<file path="src/rtl/udp_tx_arbiter_if.sv">
// Requester-side and PHY-side stream signals of the UDP tx arbiter.
// The arbiter takes the slave view; requesters and PHY together take the master view.
interface udp_tx_arbiter_if #(
  parameter int NUM_PORTS = 4
);
  logic [NUM_PORTS-1:0]   i_req_valid;
  logic [NUM_PORTS*8-1:0] i_req_data;
  logic [NUM_PORTS-1:0]   i_req_last;
  logic [NUM_PORTS-1:0]   i_req_user;
  logic [NUM_PORTS-1:0]   o_req_ready;
  logic                   o_tx_valid;
  logic [7:0]             o_tx_data;
  logic                   o_tx_last;
  logic                   o_tx_user;
  logic                   i_tx_ready;
  logic [NUM_PORTS-1:0]   o_grant;
  logic                   o_busy;

  modport slave (
    input  i_req_valid, i_req_data, i_req_last, i_req_user, i_tx_ready,
    output o_req_ready, o_tx_valid, o_tx_data, o_tx_last, o_tx_user, o_grant, o_busy
  );

  modport master (
    output i_req_valid, i_req_data, i_req_last, i_req_user, i_tx_ready,
    input  o_req_ready, o_tx_valid, o_tx_data, o_tx_last, o_tx_user, o_grant, o_busy
  );
endinterface

</file>
<file path="src/rtl/udp_tx_arbiter.sv">
// Packet-level round-robin arbiter feeding one byte-wide PHY tx stream.
// state   | meaning
// IDLE    | no owner; pick next requester from rr pointer (1-cycle arbitration)
// XFER    | granted requester streams straight through until an accepted tlast
// GAP     | forced idle cycles after a packet before arbitrating again
module udp_tx_arbiter #(
  parameter int NUM_PORTS  = 4,
  parameter int GAP_CYCLES = 0
) (
  input  logic            i_clock,
  input  logic            i_reset,
  udp_tx_arbiter_if.slave io_bus
);
  localparam int         IW    = (NUM_PORTS > 1) ? $clog2(NUM_PORTS) : 1;
  localparam logic [7:0] GAP_W = 8'(GAP_CYCLES);

  typedef enum logic [1:0] {
    ST_IDLE = 2'd0,
    ST_XFER = 2'd1,
    ST_GAP  = 2'd2
  } state_t;

  state_t               r_state;
  state_t               w_state_nxt;
  logic [NUM_PORTS-1:0] r_grant;
  logic [IW-1:0]        r_gidx;
  logic [IW-1:0]        r_rr;
  logic [7:0]           r_gap;

  logic [IW-1:0]        w_sel;
  logic [IW-1:0]        w_rr_nxt;
  logic [NUM_PORTS-1:0] w_sel_oh;
  logic                 w_found;
  logic                 w_any;
  logic                 w_g_valid;
  logic [7:0]           w_g_data;
  logic                 w_g_last;
  logic                 w_g_user;
  logic                 w_accept;
  logic                 w_eop;

  assign w_any     = |io_bus.i_req_valid;
  assign w_g_valid = io_bus.i_req_valid[r_gidx];
  assign w_g_data  = io_bus.i_req_data[{r_gidx, 3'b000} +: 8];
  assign w_g_last  = io_bus.i_req_last[r_gidx];
  assign w_g_user  = io_bus.i_req_user[r_gidx];
  assign w_accept  = (r_state == ST_XFER) && w_g_valid && io_bus.i_tx_ready;
  assign w_eop     = w_accept && w_g_last;
  assign w_rr_nxt  = (r_gidx == IW'(NUM_PORTS - 1)) ? '0 : r_gidx + 1'b1;
  assign w_sel_oh  = {{(NUM_PORTS-1){1'b0}}, 1'b1} << w_sel;

  // First valid requester at or above the rr pointer, wrapping.
  always_comb begin : rr_scan
    int j;
    j       = 0;
    w_sel   = r_rr;
    w_found = 1'b0;
    for (int k = 0; k < NUM_PORTS; k++) begin
      j = int'(r_rr) + k;
      if (j >= NUM_PORTS) j = j - NUM_PORTS;
      if (!w_found && io_bus.i_req_valid[j]) begin
        w_found = 1'b1;
        w_sel   = IW'(j);
      end
    end
  end

  always_comb begin
    w_state_nxt = r_state;
    case (r_state)
      ST_IDLE: if (w_any) w_state_nxt = ST_XFER;
      ST_XFER: if (w_eop) w_state_nxt = (GAP_CYCLES > 0) ? ST_GAP : ST_IDLE;
      ST_GAP:  if (r_gap <= 8'd1) w_state_nxt = ST_IDLE;
      default: w_state_nxt = ST_IDLE;
    endcase
  end

  always_comb begin
    io_bus.o_tx_valid  = 1'b0;
    io_bus.o_tx_data   = 8'd0;
    io_bus.o_tx_last   = 1'b0;
    io_bus.o_tx_user   = 1'b0;
    io_bus.o_req_ready = '0;
    if (r_state == ST_XFER) begin
      io_bus.o_tx_valid          = w_g_valid;
      io_bus.o_tx_data           = w_g_data;
      io_bus.o_tx_last           = w_g_last;
      io_bus.o_tx_user           = w_g_user;
      io_bus.o_req_ready[r_gidx] = io_bus.i_tx_ready;
    end
  end

  assign io_bus.o_grant = r_grant;
  assign io_bus.o_busy  = (r_state != ST_IDLE);

  always_ff @(posedge i_clock or posedge i_reset) begin
    if (i_reset) begin
      r_state <= ST_IDLE;
      r_grant <= '0;
      r_gidx  <= '0;
      r_rr    <= '0;
      r_gap   <= 8'd0;
    end else begin
      r_state <= w_state_nxt;
      case (r_state)
        ST_IDLE: begin
          if (w_any) begin
            r_grant <= w_sel_oh;
            r_gidx  <= w_sel;
          end
        end
        ST_XFER: begin
          if (w_eop) begin
            r_grant <= '0;
            r_rr    <= w_rr_nxt;
            r_gap   <= GAP_W;
          end
        end
        ST_GAP:  r_gap <= r_gap - 8'd1;
        default: ;
      endcase
    end
  end
endmodule

</file>
<file path="src/flat_wrapper.sv">
// flat-port wrapper written by rule: the top's interface ports become plain ports
module udp_tx_arbiter_flat 
#(
  parameter int NUM_PORTS  = 4,
  parameter int GAP_CYCLES = 0
)
  (i_clock, i_reset, io_bus_i_req_valid, io_bus_i_req_data, io_bus_i_req_last, io_bus_i_req_user, io_bus_i_tx_ready, io_bus_o_req_ready, io_bus_o_tx_valid, io_bus_o_tx_data, io_bus_o_tx_last, io_bus_o_tx_user, io_bus_o_grant, io_bus_o_busy);
  udp_tx_arbiter_if #(.NUM_PORTS(NUM_PORTS)) io_bus_i ();
  input  logic i_clock;
  input  logic i_reset;
  input wire logic [$bits(io_bus_i.i_req_valid)-1:0] io_bus_i_req_valid;
  input wire logic [$bits(io_bus_i.i_req_data)-1:0] io_bus_i_req_data;
  input wire logic [$bits(io_bus_i.i_req_last)-1:0] io_bus_i_req_last;
  input wire logic [$bits(io_bus_i.i_req_user)-1:0] io_bus_i_req_user;
  input wire logic [$bits(io_bus_i.i_tx_ready)-1:0] io_bus_i_tx_ready;
  output wire logic [$bits(io_bus_i.o_req_ready)-1:0] io_bus_o_req_ready;
  output wire logic [$bits(io_bus_i.o_tx_valid)-1:0] io_bus_o_tx_valid;
  output wire logic [$bits(io_bus_i.o_tx_data)-1:0] io_bus_o_tx_data;
  output wire logic [$bits(io_bus_i.o_tx_last)-1:0] io_bus_o_tx_last;
  output wire logic [$bits(io_bus_i.o_tx_user)-1:0] io_bus_o_tx_user;
  output wire logic [$bits(io_bus_i.o_grant)-1:0] io_bus_o_grant;
  output wire logic [$bits(io_bus_i.o_busy)-1:0] io_bus_o_busy;
  assign io_bus_i.i_req_valid = io_bus_i_req_valid;
  assign io_bus_i.i_req_data = io_bus_i_req_data;
  assign io_bus_i.i_req_last = io_bus_i_req_last;
  assign io_bus_i.i_req_user = io_bus_i_req_user;
  assign io_bus_i.i_tx_ready = io_bus_i_tx_ready;
  assign io_bus_o_req_ready = io_bus_i.o_req_ready;
  assign io_bus_o_tx_valid = io_bus_i.o_tx_valid;
  assign io_bus_o_tx_data = io_bus_i.o_tx_data;
  assign io_bus_o_tx_last = io_bus_i.o_tx_last;
  assign io_bus_o_tx_user = io_bus_i.o_tx_user;
  assign io_bus_o_grant = io_bus_i.o_grant;
  assign io_bus_o_busy = io_bus_i.o_busy;
  udp_tx_arbiter #(.NUM_PORTS(NUM_PORTS), .GAP_CYCLES(GAP_CYCLES)) u_core (.i_clock(i_clock), .i_reset(i_reset), .io_bus(io_bus_i));
endmodule
</file>
<file path="config.mk">
export PLATFORM = sky130hd
export DESIGN_NAME = udp_tx_arbiter_flat
export DESIGN_NICKNAME = d
export VERILOG_FILES = /design/src/rtl/udp_tx_arbiter_if.sv /design/src/rtl/udp_tx_arbiter.sv /design/src/flat_wrapper.sv
export SDC_FILE = /design/constraint.sdc
export NUM_CORES = 1
export LEC_CHECK = 0
export ABC_AREA = 1
export BUFFER_PORTS_ARGS = -buffer_cell sky130_fd_sc_hd__buf_2
export CAP_MARGIN = 10
export CORE_ASPECT_RATIO = 1.1
export CORE_MARGIN = 5
export CORE_UTILIZATION = 42
export CTS_BUF_LIST = sky130_fd_sc_hd__clkbuf_4 sky130_fd_sc_hd__clkbuf_8
export CTS_CLUSTER_SIZE = 40
export DETAILED_ROUTE_END_ITERATION = 10
export GPL_ROUTABILITY_DRIVEN = 0
export GPL_TIMING_DRIVEN = 0
export HOLD_SLACK_MARGIN = 0.05
export PLACE_DENSITY = 0.78
export SYNTH_ARGS = -nofsm -noshare
export SYNTH_HDL_FRONTEND = slang
export SYNTH_SLANG_ARGS = --single-unit
export TNS_END_PERCENT = 1
</file>
<file path="constraint.sdc">
create_clock -name i_clock -period 1.4 [get_ports i_clock]
set_input_delay 0.35 -clock i_clock [delete_from_list [all_inputs] [get_ports i_clock]]
set_output_delay 0.35 -clock i_clock [all_outputs]
set_load 0.05 [all_outputs]
</file>
==> impl_metrics.csv, run 1 <==
group,metric,value,unit
status,outcome,"complete, but fails checks",
status,violations_in_the_final_reports,"negative setup slack",
worst_setup_path,critical_path.cell_chain,"buf_8, buf_12, nor2_1, nor2_1, o21ai_1, a21oi_4, buf_6",
worst_setup_path,critical_path_cell_count,7,
cells_and_area,design.final.nets,366,
synthesis,synth_cell_types,22,
routing,route.detailed.vias_per_inst,5.78,
sta,timing.final.hold_violations,0,
routing,drcViolationCount,0,
clock_network,clock_sink_count,9,
synthesis,synthCells,228,
sta,final_min_period_over_clock_period,141,%
run,number_of_max_cap_violations,0,
clock_network,tritoncts,"done",
die,rows,21,
synthesis,synthesized_area,1290,um^2
sta,tightestPinTransition,0.637,ns
power_and_ir_drop,power.share.clock,3.0,%
power_and_ir_drop,sw_frac_of_total,58.8,%
routing,routed_wirelength,6070,um
clock_network,insertion_delay,0.25,ns
sta,grt_setup_unrepaired,"true",
synthesis,netlist.top_cell.by_area,"nand2_1",
synthesis,yosysWarnings,0,
sta,skew,0.00223,ns
sta,fin_crit,1.98,ns
synthesis,synth-seq-area-share,17.4,%
grt,grt.total_usage,21.2,%
clock_network,clk_path_buf_depth,2,
place,pre_cts_ws,-0.409,ns
cells_and_area,postLayoutCoreUtil,78.4,%
routing,dr_total_vias,2013,
worst_setup_path,critical-path-slowest-cell,"dfrtp_2",
worst_setup_path,worst_path_dominant_cell_family,"flip-flops",
worst_setup_path,worstSetupPathType,"register to primary output",
grt,grt_max_degree,12,
sta,final_setup_slack_of_the_worst_path,-0.577,ns
synthesis,yosys-top-cells-area,"nand2_1 (19%), dfrtp_1 (17%), nor2_1 (13%)",
worst_setup_path,critPathArrivalTime,1.63,ns
worst_hold_path,hold_path_depth,2,
power_and_ir_drop,static-leakage-power,1.19,nW
synthesis,synth_area_per_cell,5.66,um^2
cells_and_area,num_antenna_cells,0,
clock_network,cts.clk_slew.worst_paths,0.06,ns
synthesis,fraction_of_registers_with_async_set_or_reset_after_synthesis,100,%
place,hpwlAfterDp,3170,um
routing,drtAntennaViolNets,0,
place,count_of_port_buffers_added_during_placement,66,
clock_network,clock-root-buffer,"clkbuf_4",
synthesis,synth-edff-count,0,
worst_setup_path,timing.critical_path.fanout_max,7,
sta,setup_viol_count_final,24,
sta,achievable-frequency,506,MHz
synthesis,synth.top_cells.by_count,"nand2_1 (66), nor2_1 (43), o21ai_0 (22)",
grt,antenna_found_initial,0,
worst_setup_path,worstPathRequired,1.05,ns
die,die_width,62.9,um
synthesis,synthDominantCellAreaShare,19.2,%
power_and_ir_drop,ir_worst_vdd,2330,uV
power_and_ir_drop,power.density,3030,nW/um^2
routing,first_pass_iters,7,
die,initial_core_util,43.1,%
routing,route.detailed.wl_per_inst,17.4,um
synthesis,syn_nets,279,
power_and_ir_drop,power.internal,2.93,mW
synthesis,synth_top_flop_cell,"dfrtp_1",
worst_setup_path,timing.critical_path.slowest_cell_delay,0.46,ns
die,core_region_area,3000,um^2
routing,dr.first_iter.drc_count,168,
grt,grt_overflow,0,
worst_setup_path,crit_path_start_kind,"register",
power_and_ir_drop,combPwrFrac,89.8,%
die,die_outline_height,68.2,um
die,io_pins,67,
worst_setup_path,end_kind,"primary output",
worst_setup_path,r2r_cells,13,
sta,slew_headroom,57.1,%
cells_and_area,area.growth.synth_to_final,82.0,%
clock_network,number_of_buffers_inserted_during_clock_tree_synthesis,3,
grt,grt_pass1_wl,7470,um
die,area_of_the_die,4280,um^2
grt,number_of_global_route_vias_before_repair,1789,
cells_and_area,fillerInstances,177,
power_and_ir_drop,p_switching,4.19,mW
sta,finalMaxSlewViolations,0,
power_and_ir_drop,p_seq_share,7.2,%
cells_and_area,layout-drive-gt1-share,60.8,%
synthesis,most_frequent_cell_after_synthesis,"nand2_1",
worst_setup_path,critPathBufInv,3,
worst_setup_path,path_common_cell,"nor2_1",
cells_and_area,area_taken_by_flip_flops_and_latches,229,um^2
synthesis,synth_seq_cells,9,
worst_hold_path,holdCritPathClass,"register to register",
clock_network,cts-htree-levels,1,
cells_and_area,multi_input_comb_area,1230,um^2
==> flip-flops by register name, summed over array words and instances, names as in the netlist <==
signal / count
u_core.r_gidx: 2
u_core.r_rr: 2
u_core.io_bus.o_grant: 4
u_core.r_state: 1
==> final cells by class <==
type | count | area share [%]
Sequential cell | 9 | 9.74
Inverter | 20 | 3.73
Timing Repair Buffer | 82 | 25.1
Buffer | 10 | 5.96
Multi-Input combinational cell | 189 | 52.4
Tap cell | 34 | 1.81
Clock buffer | 4 | 1.28
==> worst register-to-register path: stages, from the launching register on <==
cell     delay [ns]
dfrtp_1        0.42
inv_2          0.11
buf_8          0.15
nand2_1        0.08
nand2_1        0.07
nand2_1        0.06
nand2_2        0.11
nand3_2        0.11
inv_2          0.07
nand2_1        0.04
nand3_1        0.09
nand2_2        0.08
nand2_1        0.09
nand2_1        0.09
==> power groups by stage <==
stage                     logic (mW)  registers (mW)  clock network (mW)
after floorplan                 3.64           0.655                   0
after global routing            6.76           0.520               0.228
after detailed placement        4.64           0.494                   0
after CTS                       5.47           0.481               0.210
final                           6.40           0.511               0.214
after global placement          4.61           0.492                   0
==> routing by layer <==
layer | routed length [um] | vias up | global-route usage [%]
met1 | 2060 | 919 | 20.7
met3 | 644 | 40 | 4.93
met4 | 339 | 0 | 7.16
li1 | - | 888 | -
met5 | 0 | - | 0
met2 | 3020 | 166 | 43.3
==> placed cells by master (no fill, tap or decap), types with 3 or more instances in the layout <==
cell / n
nor2_1: 18
dfrtp_2: 3
buf_4: 13
o21ai_1: 8
nor2_2: 19
o21ai_2: 12
clkbuf_4: 5
buf_8: 8
inv_1: 10
a21oi_4: 10
nand2_2: 19
buf_6: 13
buf_2: 51
inv_2: 7
nor2_4: 9
nand3_1: 12
ha_1: 3
nand2_1: 60
nand3_2: 4
dfrtp_1: 6
nand2_4: 6
==> metrics by stage <==
step | TNS [ns] | instances | hold slack (ns) | total power [mW] | area [um^2]
after floorplan | -2.49 | 228 | 0.178 | 4.30 | 1470
after detailed placement | -6.64 | 328 | 0.316 | 5.14 | 1850
after global placement | -6.36 | 328 | 0.313 | 5.10 | 1850
final | -9.55 | 348 | 0.477 | 7.12 | 2350
after CTS | -7.35 | 339 | 0.471 | 6.16 | 2110
after global routing | -10.93 | 348 | 0.503 | 7.51 | 2350
==> kinds of logic after synthesis <==
kind of cell             Yosys count  share of synthesized area, %
AO/OA/AOI/OAI                     36                          14.2
adder cells (fa/ha/maj)            4                          3.88
buffers and inverters             30                          10.6
flip-flops                         9                          17.4
AND/OR/NAND/NOR                  149                          53.9
==> path summary, 6_finish.rpt <==
check / endpoint / slack (ns) / start
max reg2reg: u_core.r_gidx[1]$_DFFE_PP0P_ / -0.29 / u_core.r_rr[0]$_DFFE_PP0P_
min reg2reg: u_core.io_bus.o_grant[3]$_DFFE_PP0P_ / 0.48 / u_core.io_bus.o_grant[3]$_DFFE_PP0P_
max in group asynchronous: u_core.r_gidx[0]$_DFFE_PP0P_ / 0.50 / i_reset
max: io_bus_o_tx_data[5] / -0.58 / u_core.r_gidx[0]$_DFFE_PP0P_
min in group asynchronous: u_core.r_rr[1]$_DFFE_PP0P_ / 0.63 / i_reset
min: u_core.io_bus.o_grant[3]$_DFFE_PP0P_ / 0.48 / u_core.io_bus.o_grant[3]$_DFFE_PP0P_
==> repair_timing <==
| item | CTS | global route |
|---|---|---|
| pin swaps | 5 | 30 |
| endpoints found under the hold margin | 4 | 0 |
| endpoints found under the setup margin | 24 | 24 |
| gates resized for setup | 62 | 55 |
| setup buffers | 5 | 9 |
| hold buffers | 1 | 0 |
| gates cloned | 1 | 0 |
No activity file was read; power rests on OpenSTA's default activity.
==> inputs of run 2 (changes only) <==
--- a/config.mk
+++ b/config.mk
@@ -5,19 +5,18 @@
 export SDC_FILE = /design/constraint.sdc
 export NUM_CORES = 1
 export LEC_CHECK = 0
-export ABC_AREA = 1
 export BUFFER_PORTS_ARGS = -buffer_cell sky130_fd_sc_hd__buf_2
 export CAP_MARGIN = 10
 export CORE_ASPECT_RATIO = 1.1
 export CORE_MARGIN = 5
-export CORE_UTILIZATION = 42
+export CORE_UTILIZATION = 37
 export CTS_BUF_LIST = sky130_fd_sc_hd__clkbuf_4 sky130_fd_sc_hd__clkbuf_8
 export CTS_CLUSTER_SIZE = 40
 export DETAILED_ROUTE_END_ITERATION = 10
 export GPL_ROUTABILITY_DRIVEN = 0
 export GPL_TIMING_DRIVEN = 0
 export HOLD_SLACK_MARGIN = 0.05
-export PLACE_DENSITY = 0.78
+export PLACE_DENSITY_LB_ADDON = 0.1
 export SYNTH_ARGS = -nofsm -noshare
 export SYNTH_HDL_FRONTEND = slang
 export SYNTH_SLANG_ARGS = --single-unit
==> impl_metrics.csv, run 2 <==
group,metric,value,unit
worst_hold_path,holdCritPathClass,"input pin to register",
place,post_dp_cell_area,1310,um^2
worst_setup_path,worstSetupPathType,"register to primary output",
synthesis,synth-seq-area-share,24.9,%
routing,first_pass_iters,4,
grt,grt_overflow,0,
status,violations_in_the_final_reports,"negative setup slack",
routing,route.detailed.vias_per_inst,5.23,
routing,dr.first_iter.drc_count,11,
sta,finalMaxSlewViolations,0,
sta,setup_viol_count_final,22,
synthesis,synthCells,78,
synthesis,yosys-top-cells-area,"mux4_2 (27%), dfrtp_1 (25%), and2_1 (7.6%)",
cells_and_area,design.final.nets,210,
grt,number_of_global_route_vias_before_repair,1009,
clock_network,cts.clk_slew.worst_paths,0.06,ns
run,number_of_max_cap_violations,0,
grt,grt_max_degree,11,
clock_network,clock-root-buffer,"clkbuf_4",
routing,drcViolationCount,0,
synthesis,synth_top_flop_cell,"dfrtp_1",
sta,achievable-frequency,481,MHz
worst_setup_path,crit_path_start_kind,"register",
grt,antenna_found_initial,0,
sta,tightestPinTransition,0.478,ns
synthesis,fraction_of_registers_with_async_set_or_reset_after_synthesis,100,%
cells_and_area,layout-drive-gt1-share,76.6,%
routing,routed_wirelength,3140,um
worst_setup_path,end_kind,"primary output",
routing,dr_total_vias,983,
clock_network,tritoncts,"done",
sta,slew_headroom,67.9,%
synthesis,syn_nets,129,
power_and_ir_drop,static-leakage-power,0.792,nW
grt,grt_pass1_wl,4470,um
synthesis,synthesized_area,905,um^2
cells_and_area,final_cell_mix,"buf_2 (51), mux4_2 (11), and2_4 (11)",
cells_and_area,final_common_cell,"buf_2",
synthesis,synthDominantCellAreaShare,27.4,%
place,hpwlAfterDp,2240,um
sta,skew,0.00167,ns
cells_and_area,num_antenna_cells,0,
power_and_ir_drop,power.density,2400,nW/um^2
synthesis,netlist.top_cell.by_area,"mux4_2",
synthesis,synth_seq_cells,9,
synthesis,synth_area_per_cell,11.6,um^2
routing,drtAntennaViolNets,0,
sta,final_setup_slack_of_the_worst_path,-0.678,ns
sta,fin_crit,2.08,ns
synthesis,synth.top_cells.by_count,"and2_1 (11), mux4_2 (11), dfrtp_1 (9)",
sta,finalHoldWorstSlack,0.502,ns
worst_setup_path,worstPathRequired,1.05,ns
power_and_ir_drop,ir_worst_vdd,1510,uV
grt,grt.total_usage,16.6,%
sta,grt_setup_unrepaired,"true",
clock_network,clock_sink_count,9,
clock_network,number_of_buffers_inserted_during_clock_tree_synthesis,3,
cells_and_area,largest_register_ff_count,4,
routing,route.detailed.wl_per_inst,16.7,um
sta,final_min_period_over_clock_period,148,%
synthesis,yosysWarnings,0,
die,die_width,57.1,um
die,initial_core_util,39.4,%
synthesis,synth-edff-count,0,
worst_setup_path,critPathArrivalTime,1.73,ns
die,die_outline_height,61.9,um
cells_and_area,design_area,1630,um^2
die,io_pins,67,
status,outcome,"complete, but fails checks",
die,area_of_the_die,3530,um^2
synthesis,synth_cell_types,29,
clock_network,clk_path_buf_depth,2,
clock_network,insertion_delay,0.26,ns
worst_setup_path,timing.critical_path.fanout_max,6,
cells_and_area,area.growth.synth_to_final,80.5,%
sta,timing.final.hold_violations,0,
die,core_region_area,2300,um^2
clock_network,cts-htree-levels,1,
die,rows,18,
place,count_of_port_buffers_added_during_placement,66,
## run 2: changes by cell type after synthesis, sizes merged, moves of 4 or more
cell   delta
nand2    -82
mux4     +11
a21oi    -13
o21ai    -21
and3      +4
and2     +11
nand3    -17
nor2     -43
inv      -16
a32o      +4
## run 2: cells by family after synthesis
group,Yosys count,synth area share [%]
AOI/OAI and AO/OA,15,13.6
DFF,9,24.9
muxes,12,29.0
adders and majority gates,4,5.53
and+or+nand+nor,29,22.1
buffers and inverters,9,4.84
## run 2: metal layers
| layer | vias up | GRT usage, % | routed length (um) |
|---|---|---|---|
| met5 | - | 0 | 0 |
| met4 | 0 | 5.63 | 29 |
| met3 | 3 | 2.89 | 145 |
| met2 | 31 | 31.8 | 1840 |
| met1 | 482 | 18.8 | 1130 |
| li1 | 467 | - | - |
## run 2: final timing paths
kind,startpoint,endpoint,slack [ns],cells past startpoint
hold reg to reg,u_core.io_bus.o_grant[3]$_DFFE_PP0P_,u_core.io_bus.o_grant[3]$_DFFE_PP0P_,0.53,1
setup / recovery,u_core.r_gidx[0]$_DFFE_PP0P_,io_bus_o_tx_last,-0.68,5
setup reg to reg,u_core.r_gidx[0]$_DFFE_PP0P_,u_core.r_rr[1]$_DFFE_PP0P_,-0.59,7
min in group asynchronous,i_reset,u_core.io_bus.o_grant[2]$_DFFE_PP0P_,0.59,3
max in group asynchronous,i_reset,u_core.r_state[0]$_DFFE_PP0P_,0.54,3
hold / removal,io_bus_i_tx_ready,u_core.r_rr[0]$_DFFE_PP0P_,0.50,3
## run 2: stage by stage
stage / power (mW) / cells / setup TNS (ns) / worst slack, ns / utilization [%]
3_3_place_gp: 2.87 / 174 / -7.28 / -0.499 / 57.0
2_1_floorplan: 2.44 / 78 / -4.51 / -0.302 / -
4_1_cts: 3.76 / 187 / -10.70 / -0.677 / 68.5
6_report: 3.92 / 188 / -11.72 / -0.678 / 71.1
5_1_grt: 4.12 / 188 / -13.31 / -0.747 / 71.1
3_5_place_dp: 2.90 / 174 / -7.53 / -0.513 / 57.0
## run 2: worst max-delay path, cell delays in order (launching register included)
cell,delay [ns]
dfrtp_1,0.37
buf_6,0.16
buf_6,0.10
mux4_2,0.50
and2_4,0.19
buf_8,0.14
## run 2: final cells by class
class | instances | area (um^2)
repair buffers | 76 | 556
flip-flops and latches | 9 | 228
well taps | 30 | 37.5
fillers | 181 | 664
plain buffers | 5 | 56.3
inverters | 4 | 20.0
multi-input cells | 60 | 706
clock buffers | 4 | 30.0
## run 2: what timing repair did
item	4_1_cts	5_1_grt
setup buffers	7	1
hold buffers	1	0
endpoints found under the hold margin	9	0
gates resized for setup	46	13
gates cloned	1	0
setup endpoints to repair	24	23
pin swaps	6	1
## run 2: power by group
group | total, mW | switching (mW) | internal, mW | leakage (nW)
logic | 3.23 | 1.69 | 1.55 | 0.662
clock network | 0.221 | 0.0920 | 0.129 | 0.0184
registers | 0.472 | 0.106 | 0.366 | 0.111
==> inputs of run 3 (changes only) <==
--- a/config.mk
+++ b/config.mk
@@ -9,7 +9,7 @@
 export CAP_MARGIN = 10
 export CORE_ASPECT_RATIO = 1.1
 export CORE_MARGIN = 5
-export CORE_UTILIZATION = 37
+export CORE_UTILIZATION = 41
 export CTS_BUF_LIST = sky130_fd_sc_hd__clkbuf_4 sky130_fd_sc_hd__clkbuf_8
 export CTS_CLUSTER_SIZE = 40
 export DETAILED_ROUTE_END_ITERATION = 10
==> constraint.sdc (replaced) <==
create_clock -name i_clock -period 2.3 [get_ports i_clock]
set_input_delay 0.575 -clock i_clock [delete_from_list [all_inputs] [get_ports i_clock]]
set_output_delay 0.575 -clock i_clock [all_outputs]
set_load 0.05 [all_outputs]
==> impl_metrics.csv, run 3 (synthesized netlist as in run 2, its figures left out) <==
group,metric,value,unit
clock_network,insertion_delay,0.26,ns
sta,timing.final.hold_violations,0,
grt,grt_overflow,0,
die,die_outline_height,59.3,um
worst_setup_path,critical-path-slowest-cell,"mux4_2",
power_and_ir_drop,power.density,1440,nW/um^2
routing,route.detailed.wl_per_inst,15.9,um
cells_and_area,design_area,1400,um^2
worst_setup_path,worstPathRequired,1.73,ns
clock_network,number_of_buffers_inserted_during_clock_tree_synthesis,3,
worst_setup_path,path_common_cell,"buf_6",
sta,achievable-frequency,431,MHz
die,rows,17,
routing,first_pass_iters,4,
place,count_of_port_buffers_added_during_placement,66,
cells_and_area,final_cell_mix,"buf_2 (57), mux4_2 (11), buf_6 (8), dfrtp_1 (8), and2_4 (7)",
routing,drcViolationCount,0,
power_and_ir_drop,static-leakage-power,0.715,nW
routing,drtAntennaViolNets,0,
die,die_width,54.8,um
grt,grt.total_usage,18.2,%
die,core_region_area,2060,um^2
power_and_ir_drop,p_seq_share,14.6,%
clock_network,tritoncts,"done",
routing,routed_wirelength,2830,um
cells_and_area,design.final.nets,202,
sta,setup_viol_count_final,1,
sta,slew_headroom,75.3,%
routing,route.detailed.vias_per_inst,5.25,
sta,grt_setup_unrepaired,"true",
sta,finalMaxSlewViolations,0,
place,hpwlAfterDp,2180,um
worst_setup_path,end_kind,"primary output",
power_and_ir_drop,power_after_layout,2.02,mW
cells_and_area,final_common_cell,"buf_2",
clock_network,clock_sink_count,9,
worst_setup_path,worst_path_dominant_cell_family,"multiplexers",
run,number_of_max_cap_violations,0,
grt,antenna_found_initial,0,
cells_and_area,layout-drive-gt1-share,66.7,%
sta,skew,0.00110,ns
sta,final_min_period_over_clock_period,101,%
clock_network,clk_path_buf_depth,2,
worst_setup_path,critPathArrivalTime,1.75,ns
worst_setup_path,regToRegEndpoint,"u_core.r_rr[1]$_DFFE_PP0P_",
die,area_of_the_die,3250,um^2
worst_setup_path,timing.critical_path.fanout_max,8,
power_and_ir_drop,p_switching,1.05,mW
status,violations_in_the_final_reports,"negative setup slack",
grt,grt_max_degree,11,
worst_setup_path,r2r_cells,4,
clock_network,cts-htree-levels,1,
worst_setup_path,timing.critical_path.slowest_cell_delay,0.52,ns
status,outcome,"complete, but fails checks",
cells_and_area,area.growth.synth_to_final,55.2,%
sta,tightestPinTransition,0.367,ns
worst_setup_path,critical_path.cell_chain,"buf_6, buf_12, mux4_2, and2_4, buf_6",
worst_setup_path,crit_path_start_kind,"register",
sta,final.setup.tns,-0.0204,ns
die,initial_core_util,43.8,%
worst_hold_path,holdCritPathClass,"input pin to async pin",
power_and_ir_drop,combPwrFrac,78.8,%
cells_and_area,num_antenna_cells,0,
worst_setup_path,critical_path.reg2reg.startpoint,"u_core.r_gidx[0]$_DFFE_PP0P_",
power_and_ir_drop,sw_frac_of_total,52.1,%
clock_network,clock-root-buffer,"clkbuf_4",
place,post_dp_cell_area,1270,um^2
grt,number_of_global_route_vias_before_repair,1001,
die,io_pins,67,
grt,grt_pass1_wl,4310,um
routing,dr.first_iter.drc_count,8,
routing,dr_total_vias,935,
power_and_ir_drop,power.internal,0.969,mW
power_and_ir_drop,ir_worst_vdd,840,uV
worst_setup_path,worstSetupPathType,"register to primary output",
clock_network,cts.clk_slew.worst_paths,0.06,ns
cells_and_area,largest_register_ff_count,4,
power_and_ir_drop,power.share.clock,6.6,%
sta,final_setup_slack_of_the_worst_path,-0.0204,ns
worst_setup_path,timing.reg2reg.setup_slack,0.65,ns
sta,fin_crit,2.32,ns
worst_setup_path,critPathBufInv,3,
-- run 3: changes by cell type in the layout (fill, tap and decap cells not counted), moves of 3 or more --
cell,change
and3_4,-3
buf_8,-9
and3_1,+3
and2_4,-4
inv_1,+3
buf_2,+6
and2_1,+4
-- run 3: power by group through the flow --
stage                     clock [mW]  sequential (mW)  combinational, mW
final                          0.134            0.295               1.59
after global routing           0.156            0.304               1.69
after CTS                      0.139            0.281               1.53
after detailed placement           0            0.286               1.36
after global placement             0            0.282               1.35
after floorplan                    0            0.373              0.993
-- run 3: timing repair --
item,CTS,global route
buffers inserted,2,1
endpoints found under the setup margin,12,12
hold buffers,0,0
resized for setup,19,11
pin swaps,0,0
-- run 3: layout make-up --
type | count | area, um^2
multi-input cells | 60 | 653
inverters | 4 | 15.0
plain buffers | 4 | 42.5
fillers | 170 | 659
well taps | 28 | 35.0
repair buffers | 69 | 402
flip-flops and latches | 9 | 226
clock buffers | 4 | 30.0
-- run 3: how the worst max path moves through the flow --
stage	end	start	cells past startpoint	slack, ns
after global placement	io_bus_o_tx_data[2]	u_core.r_gidx[0]$_DFFE_PP0P_	5	0.002
final	io_bus_o_tx_data[4]	u_core.r_gidx[0]$_DFFE_PP0P_	5	-0.02
after global routing	io_bus_o_tx_data[4]	u_core.r_gidx[0]$_DFFE_PP0P_	5	-0.09
after CTS	io_bus_o_tx_data[4]	u_core.r_gidx[0]$_DFFE_PP0P_	5	0.005
after floorplan	io_bus_o_tx_data[0]	u_core.r_gidx[0]$_DFFE_PP0P_	4	0.14
after detailed placement	io_bus_o_tx_data[4]	u_core.r_gidx[0]$_DFFE_PP0P_	5	-0.005
-- run 3: routing by layer --
metal	vias to the layer above	GRT usage, %	routed length (um)
met2	47	35.5	1560
li1	444	-	-
met4	0	8.19	40
met3	4	2.52	246
met5	-	0	0
met1	440	17.9	979
-- run 3: metrics by stage --
step	setup slack (ns)	utilization (%)	cells	hold slack, ns
after global routing	-0.0861	68.0	178	0.259
after floorplan	0.138	-	78	0.403
after CTS	0.00474	66.7	178	0.260
final	-0.0204	68.0	178	0.256
after detailed placement	-0.00496	61.6	172	0.512
after global placement	0.00248	61.6	172	0.503
-- run 3: worst register-to-register path: stages (launching register included) --
cell,delay [ns]
dfrtp_1,0.36
buf_6,0.14
mux4_2,0.55
nand4_4,0.18
mux2_4,0.31
